## src/rtl/alu_pkg.sv

```systemverilog
// Shared constants for the shared-ALU sequencer: widths, opcodes, FSM encoding
// and the opcode legality check.
package alu_pkg;

  localparam int W     = 32;
  localparam int CTR_W = 4;

  localparam logic [CTR_W-1:0] ADD = 4'd0;
  localparam logic [CTR_W-1:0] SUB = 4'd1;
  localparam logic [CTR_W-1:0] OR  = 4'd2;
  localparam logic [CTR_W-1:0] AND = 4'd3;
  localparam logic [CTR_W-1:0] SLT = 4'd4;

  localparam logic [1:0] IDLE = 2'd0;
  localparam logic [1:0] EXEC = 2'd1;
  localparam logic [1:0] RESP = 2'd2;

  function automatic logic is_legal(input logic [CTR_W-1:0] ctr);
    return ctr <= SLT;
  endfunction

endpackage

```

## src/rtl/rr_arb2.sv

```systemverilog
// Two-way round-robin grant. Priority moves to the port that was not just
// served, and only when the served operation completes (done strobe).
module rr_arb2 (
  input  logic       clk,
  input  logic       rst,
  input  logic [1:0] req,
  input  logic       done,
  input  logic       done_id,
  output logic       gnt_valid,
  output logic       gnt_id
);

  logic prio_q;
  logic prio_d;

  always_comb begin
    prio_d = prio_q;
    if (done) begin
      prio_d = ~done_id;
    end
  end

  always_ff @(posedge clk or posedge rst) begin
    if (rst) begin
      prio_q <= 1'b0;
    end else begin
      prio_q <= prio_d;
    end
  end

  assign gnt_valid = |req;
  assign gnt_id    = (req == 2'b11) ? prio_q : req[1];

endmodule

```

## src/rtl/alu_share_ctrl.sv

```systemverilog
// Time-shares one single-cycle ALU between two requesters: grant in IDLE,
// drive registered operands in EXEC, hold the owner's response in RESP.
module alu_share_ctrl
  import alu_pkg::*;
#(
  parameter int W     = alu_pkg::W,
  parameter int CTR_W = alu_pkg::CTR_W
) (
  input  logic             clk,
  input  logic             rst,
  input  logic             r0_valid,
  output logic             r0_ready,
  input  logic [W-1:0]     r0_a,
  input  logic [W-1:0]     r0_b,
  input  logic [CTR_W-1:0] r0_ctr,
  output logic             r0_rsp_valid,
  input  logic             r0_rsp_ready,
  output logic [W-1:0]     r0_rsp_data,
  output logic             r0_rsp_over,
  output logic             r0_rsp_ill,
  input  logic             r1_valid,
  output logic             r1_ready,
  input  logic [W-1:0]     r1_a,
  input  logic [W-1:0]     r1_b,
  input  logic [CTR_W-1:0] r1_ctr,
  output logic             r1_rsp_valid,
  input  logic             r1_rsp_ready,
  output logic [W-1:0]     r1_rsp_data,
  output logic             r1_rsp_over,
  output logic             r1_rsp_ill,
  output logic [W-1:0]     busA,
  output logic [W-1:0]     busB,
  output logic [CTR_W-1:0] ALUctr,
  input  logic [W-1:0]     Alu_out,
  input  logic             over
);

  // Handshake: a request transfers when valid and ready are both high at a
  // rising edge; a response transfers when rsp_valid and rsp_ready are both high.
  logic [1:0]          state_q, state_d;
  logic                owner_q, owner_d;
  logic [W-1:0]        a_q, a_d;
  logic [W-1:0]        b_q, b_d;
  logic [CTR_W-1:0]    ctr_q, ctr_d;
  logic [1:0]          rsp_valid_q, rsp_valid_d;
  logic [1:0]          rsp_over_q, rsp_over_d;
  logic [1:0]          rsp_ill_q, rsp_ill_d;
  logic [1:0][W-1:0]   rsp_data_q, rsp_data_d;

  logic [1:0] req;
  logic [1:0] rsp_ready;
  logic       gnt_valid;
  logic       gnt_id;
  logic       accept;
  logic       done;

  assign req       = {r1_valid, r0_valid};
  assign rsp_ready = {r1_rsp_ready, r0_rsp_ready};
  assign accept    = (state_q == IDLE) && gnt_valid;
  assign done      = (state_q == RESP) && rsp_valid_q[owner_q] && rsp_ready[owner_q];

  rr_arb2 u_arb (
    .clk       (clk),
    .rst       (rst),
    .req       (req),
    .done      (done),
    .done_id   (owner_q),
    .gnt_valid (gnt_valid),
    .gnt_id    (gnt_id)
  );

  always_comb begin
    state_d     = state_q;
    owner_d     = owner_q;
    a_d         = a_q;
    b_d         = b_q;
    ctr_d       = ctr_q;
    rsp_valid_d = rsp_valid_q;
    rsp_over_d  = rsp_over_q;
    rsp_ill_d   = rsp_ill_q;
    rsp_data_d  = rsp_data_q;
    case (state_q)
      IDLE: begin
        if (accept) begin
          owner_d = gnt_id;
          a_d     = gnt_id ? r1_a   : r0_a;
          b_d     = gnt_id ? r1_b   : r0_b;
          ctr_d   = gnt_id ? r1_ctr : r0_ctr;
          state_d = EXEC;
        end
      end
      EXEC: begin
        rsp_valid_d[owner_q] = 1'b1;
        // Illegal opcodes never expose whatever the ALU happens to output.
        if (is_legal(ctr_q)) begin
          rsp_data_d[owner_q] = Alu_out;
          rsp_over_d[owner_q] = (ctr_q == ADD) && over;
          rsp_ill_d[owner_q]  = 1'b0;
        end else begin
          rsp_data_d[owner_q] = '0;
          rsp_over_d[owner_q] = 1'b0;
          rsp_ill_d[owner_q]  = 1'b1;
        end
        state_d = RESP;
      end
      RESP: begin
        if (done) begin
          rsp_valid_d[owner_q] = 1'b0;
          state_d              = IDLE;
        end
      end
      default: begin
        state_d = IDLE;
      end
    endcase
  end

  always_ff @(posedge clk or posedge rst) begin
    if (rst) begin
      state_q     <= IDLE;
      owner_q     <= 1'b0;
      a_q         <= '0;
      b_q         <= '0;
      ctr_q       <= '0;
      rsp_valid_q <= '0;
      rsp_over_q  <= '0;
      rsp_ill_q   <= '0;
      rsp_data_q  <= '0;
    end else begin
      state_q     <= state_d;
      owner_q     <= owner_d;
      a_q         <= a_d;
      b_q         <= b_d;
      ctr_q       <= ctr_d;
      rsp_valid_q <= rsp_valid_d;
      rsp_over_q  <= rsp_over_d;
      rsp_ill_q   <= rsp_ill_d;
      rsp_data_q  <= rsp_data_d;
    end
  end

  assign r0_ready     = accept && !gnt_id;
  assign r1_ready     = accept && gnt_id;
  assign busA         = a_q;
  assign busB         = b_q;
  assign ALUctr       = ctr_q;
  assign r0_rsp_valid = rsp_valid_q[0];
  assign r1_rsp_valid = rsp_valid_q[1];
  assign r0_rsp_data  = rsp_data_q[0];
  assign r1_rsp_data  = rsp_data_q[1];
  assign r0_rsp_over  = rsp_over_q[0];
  assign r1_rsp_over  = rsp_over_q[1];
  assign r0_rsp_ill   = rsp_ill_q[0];
  assign r1_rsp_ill   = rsp_ill_q[1];

endmodule
```

## config.mk

```make
export PLATFORM = sky130hd
export DESIGN_NAME = alu_share_ctrl
export DESIGN_NICKNAME = d
export VERILOG_FILES = /design/src/rtl/alu_pkg.sv /design/src/rtl/rr_arb2.sv /design/src/rtl/alu_share_ctrl.sv
export SDC_FILE = /design/constraint.sdc
export NUM_CORES = 1
export LEC_CHECK = 0
export ABC_AREA = 1
export CELL_PAD_IN_SITES_DETAIL_PLACEMENT = 1
export CELL_PAD_IN_SITES_GLOBAL_PLACEMENT = 1
export CORE_MARGIN = 5
export CORE_UTILIZATION = 30
export DETAILED_ROUTE_END_ITERATION = 12
export MAX_ROUTING_LAYER = met4
export PLACE_DENSITY = 0.95
export SLEW_MARGIN = 10
export SYNTH_ARGS = -nofsm -noshare
export SYNTH_HDL_FRONTEND = slang
export SYNTH_HIERARCHICAL = 1
export SYNTH_SLANG_ARGS = --single-unit
export TNS_END_PERCENT = 30
```

## constraint.sdc

```tcl
create_clock -name clk -period 9.6 [get_ports clk]
set_clock_uncertainty 0.1 [all_clocks]
set_input_delay 0.96 -clock clk [delete_from_list [all_inputs] [get_ports clk]]
set_output_delay 0.96 -clock clk [all_outputs]
set_load 0.005 [all_outputs]
```

==> metrics.md <==
| Metric | Value |
|---|---|
| Tot GR Track Use | 0.196 |
| Post_cts resized | 0 |
| Final Cycle Share | 0.465 |
| 1st-iter DRT viols | between 200 and 250 |
| DP Worst Slack | roughly 5000 ps |
| Critical Path RT | between 8000 and 9000 ps |
| Leading cell type in the layout, fill and taps excluded | nand2_1 |
| Final Core Density | 0.490 |
| Mapped Nets | between 1k and 1.5k |
| F_max | 0.224 GHz |
| Clock Pin Slew Worst Setup and Hold Paths | roughly 60 ps |
| Cts bufs inserted | 17 |
| Wire length per cell | 16.1 µm |
| Post-CTS Setup Bufs | 0 |
| Net total in the final layout | around 1.3k |
| Met2 global-route usage | 0.328 |
| Reg2Reg Setup Slack | just over 7000 ps |
| Status | completed |
| Hpwl dp | approximately 17000 µm |
| Design Area, Final | just over 0.01 mm² |
| Final Hold Viols | 0 |
| Pwr Total | about 3.0 mW |
| M3 GR Usage | 0.0558 |
| DP Area | just under 0.01 mm² |
| Row count | between 50 and 60 |
| Worst Hold Endpoint | busA[30]$_DFFE_PP0P_ |
| Max-cap violations | 0 |
| Port-buffer cells | ~310 |
| Synth warnings | 6 |
| CP Max Fanout | 70 |
| Worst min path class | flip-flop to flip-flop |
| Largest net degree at the start of global routing | slightly above 80 |
| Initial antenna violation count | 1 |
| Commonest cells after routing, fill and taps aside | nand2_1 (545), clkdlybuf4s50_1 (314), dfrtp_1 (142), nand3_1 (68), clkbuf_16 (17) |
| Max Root-Sink Buffers | 2 |
| Gr busiest metal | met2 |
| Detail Route Antenna Nets | 0 |
| Worst-Margin Slew | 1200 ps |
| Seq cells post-synth | ~140 |
| Leakage power | 5.15 nW |
| Layout Area Growth over Synthesis | 61.5% |
| Routability cong. | just over 0.8 |
| Worst reg2reg startpoint | state_q[0]$_DFFE_PP0P_ |
| Core footprint | between 0.02 and 0.025 mm² |
| H-tree Lvls | 4 |
| # DRC | 0 |
| Die Y | 156 µm |
| First-pass GRT wire length | 37000 µm |
| Vias in the first global route | approximately 7.1k |
| Min-delay src | busA[30]$_DFFE_PP0P_ |
| Clock root cell | clkbuf_16 |
| Hold_ws | between 300 and 400 ps |
| Met1 Track Usage GR | 0.229 |
| CTS sink cnt | between 100 and 150 |
| Post-synthesis cell type count | 17 |
| Die Area | ~0.024 mm² |
| Final Critical Period | approximately 4500 ps |
| Hold depth | 2 |
| Startpoint Class | input port |
| PD cells | between 200 and 300 mW/mm² |
| Die X | between 150 and 200 µm |
| Sequential share of the synthesized area | 0.559 |
| Hold bufs inserted after CTS | 0 |
| Router iterations before antenna repair | 4 |
| Finished Layout Cells | 1422 |
| Critical path type | input port to output port |
| Reg2Reg Capture Point | busA[12]$_DFFE_PP0P_ |
| Initial Util | 0.303 |
| DP Cell Count | ~1.4k |
| Final wirelength | 23000 µm |
| DR vias/cell | 4.63 |
| Max VDD drop | 0.154 mV |
| CTS tree | done |
| Max Slew Vio Count | 0 |
| Clk Latency, worst-skew pair | roughly 400 ps |
| Setup tns final | 0 ps |
| Mapped Avg Cell Area | between 7 and 8 µm² |
| Register-to-Register Path Depth | 7 |
| Syn Inst Count | ~840 |
| Gr ovfl total | 0 |
| Mapped cell area | about 0.0064 mm² |
| Unrepaired setup endpoints after global routing | no |
| Final worst slack | a little over 5000 ps |
| Ports | 315 |
| Relative slew slack | 0.199 |
| Worst Path Arrival | 3400 ps |
| Via count | 6588 |
| Fill cells | ~2.6k |
| Crit. End Element | output port |
| Endpoints failing setup | 0 |
| Share of cells above drive strength 1 | 0.0445 |
-- where the power goes --
| group | internal, mW | total [mW] | leakage [nW] | switching, mW |
|---|---|---|---|---|
| Clock | 0.397 | 0.667 | 0.291 | 0.271 |
| Sequential | 0.863 | 1.02 | 1.79 | 0.155 |
| Combinational | 0.664 | 1.34 | 3.07 | 0.672 |
-- registers in the layout, summed over array words and instances, names as in the netlist, named ones only --
signal        flops
ALUctr            4
state_q           2
busA             32
rsp_over_q        2
owner_q           1
busB             32
r0_rsp_data      32
r1_rsp_data      32
u_arb/prio_q      1
-- cell usage after synthesis --
| master | n | area, µm² |
|---|---|---|
| nand3_1 | 68 | 340 |
| clkbuf_1 | 9 | 33.8 |
| nor2_1 | 4 | 15.0 |
| or2_1 | 1 | 6.26 |
| buf_4 | 6 | 45.0 |
| nand2_1 | 547 | 2050 |
| nand2_2 | 3 | 18.8 |
| nand3_2 | 1 | 10.0 |
| inv_1 | 10 | 37.5 |
| o21ai_0 | 7 | 35.0 |
| buf_2 | 30 | 150 |
| nor2_2 | 2 | 12.5 |
| a21oi_1 | 2 | 10.0 |
| dfrtp_1 | 142 | 3550 |
| buf_1 | 3 | 11.3 |
| inv_2 | 4 | 15.0 |
| o21ai_1 | 2 | 10.0 |
-- worst max path at each step --
stage,start,end,slack (ps),depth (start not counted)
after floorplan,rst,ALUctr[0]$_DFFE_PP0P_,4760,1
after global placement,r0_valid,r1_ready,5290,8
after detailed placement,r1_valid,r1_ready,5120,8
after CTS,r1_valid,r1_ready,5100,8
after global routing,r1_valid,r1_ready,4950,8
final,r1_valid,r1_ready,5140,8
-- logic make-up (layout without fill, tap and decap cells) --
| family | Yosys count | in the layout | share of synthesized area |
|---|---|---|---|
| compound gates | 11 | 11 | 0.00866 |
| simple gates | 626 | 626 | 0.386 |
| flops | 142 | 142 | 0.559 |
| other cells | 0 | 1 | 0 |
| buf+inv | 62 | 367 | 0.0461 |
-- per-layer routing --
| layer | vias up | share of wire |
|---|---|---|
| met2 | 247 | 0.51 |
| met5 | - | 0 |
| met3 | 33 | 0.082 |
| met4 | 0 | 0.020 |
| met1 | 3154 | 0.39 |
| li1 | 3154 | - |
-- final cells by class --
class                   instances  area [µm²]  share of cell area
inverters                      14        57.6             0.00561
repair buffers                321        3200               0.311
diodes                          1        2.50            0.000244
well taps                     275         344              0.0335
multi-input cells             637        2520               0.245
flip-flops and latches        142        3550               0.346
clock buffers                  19         443              0.0431
clock inverters                13         154              0.0150
-- worst max-delay path, stage by stage --
cell	delay (ps)
clkdlybuf4s50_1	510
nand3_1	120
nand2_2	70
buf_4	520
inv_2	40
buf_4	350
nor2_1	240
clkdlybuf4s50_1	530
Power figures use the tool's default switching activity.
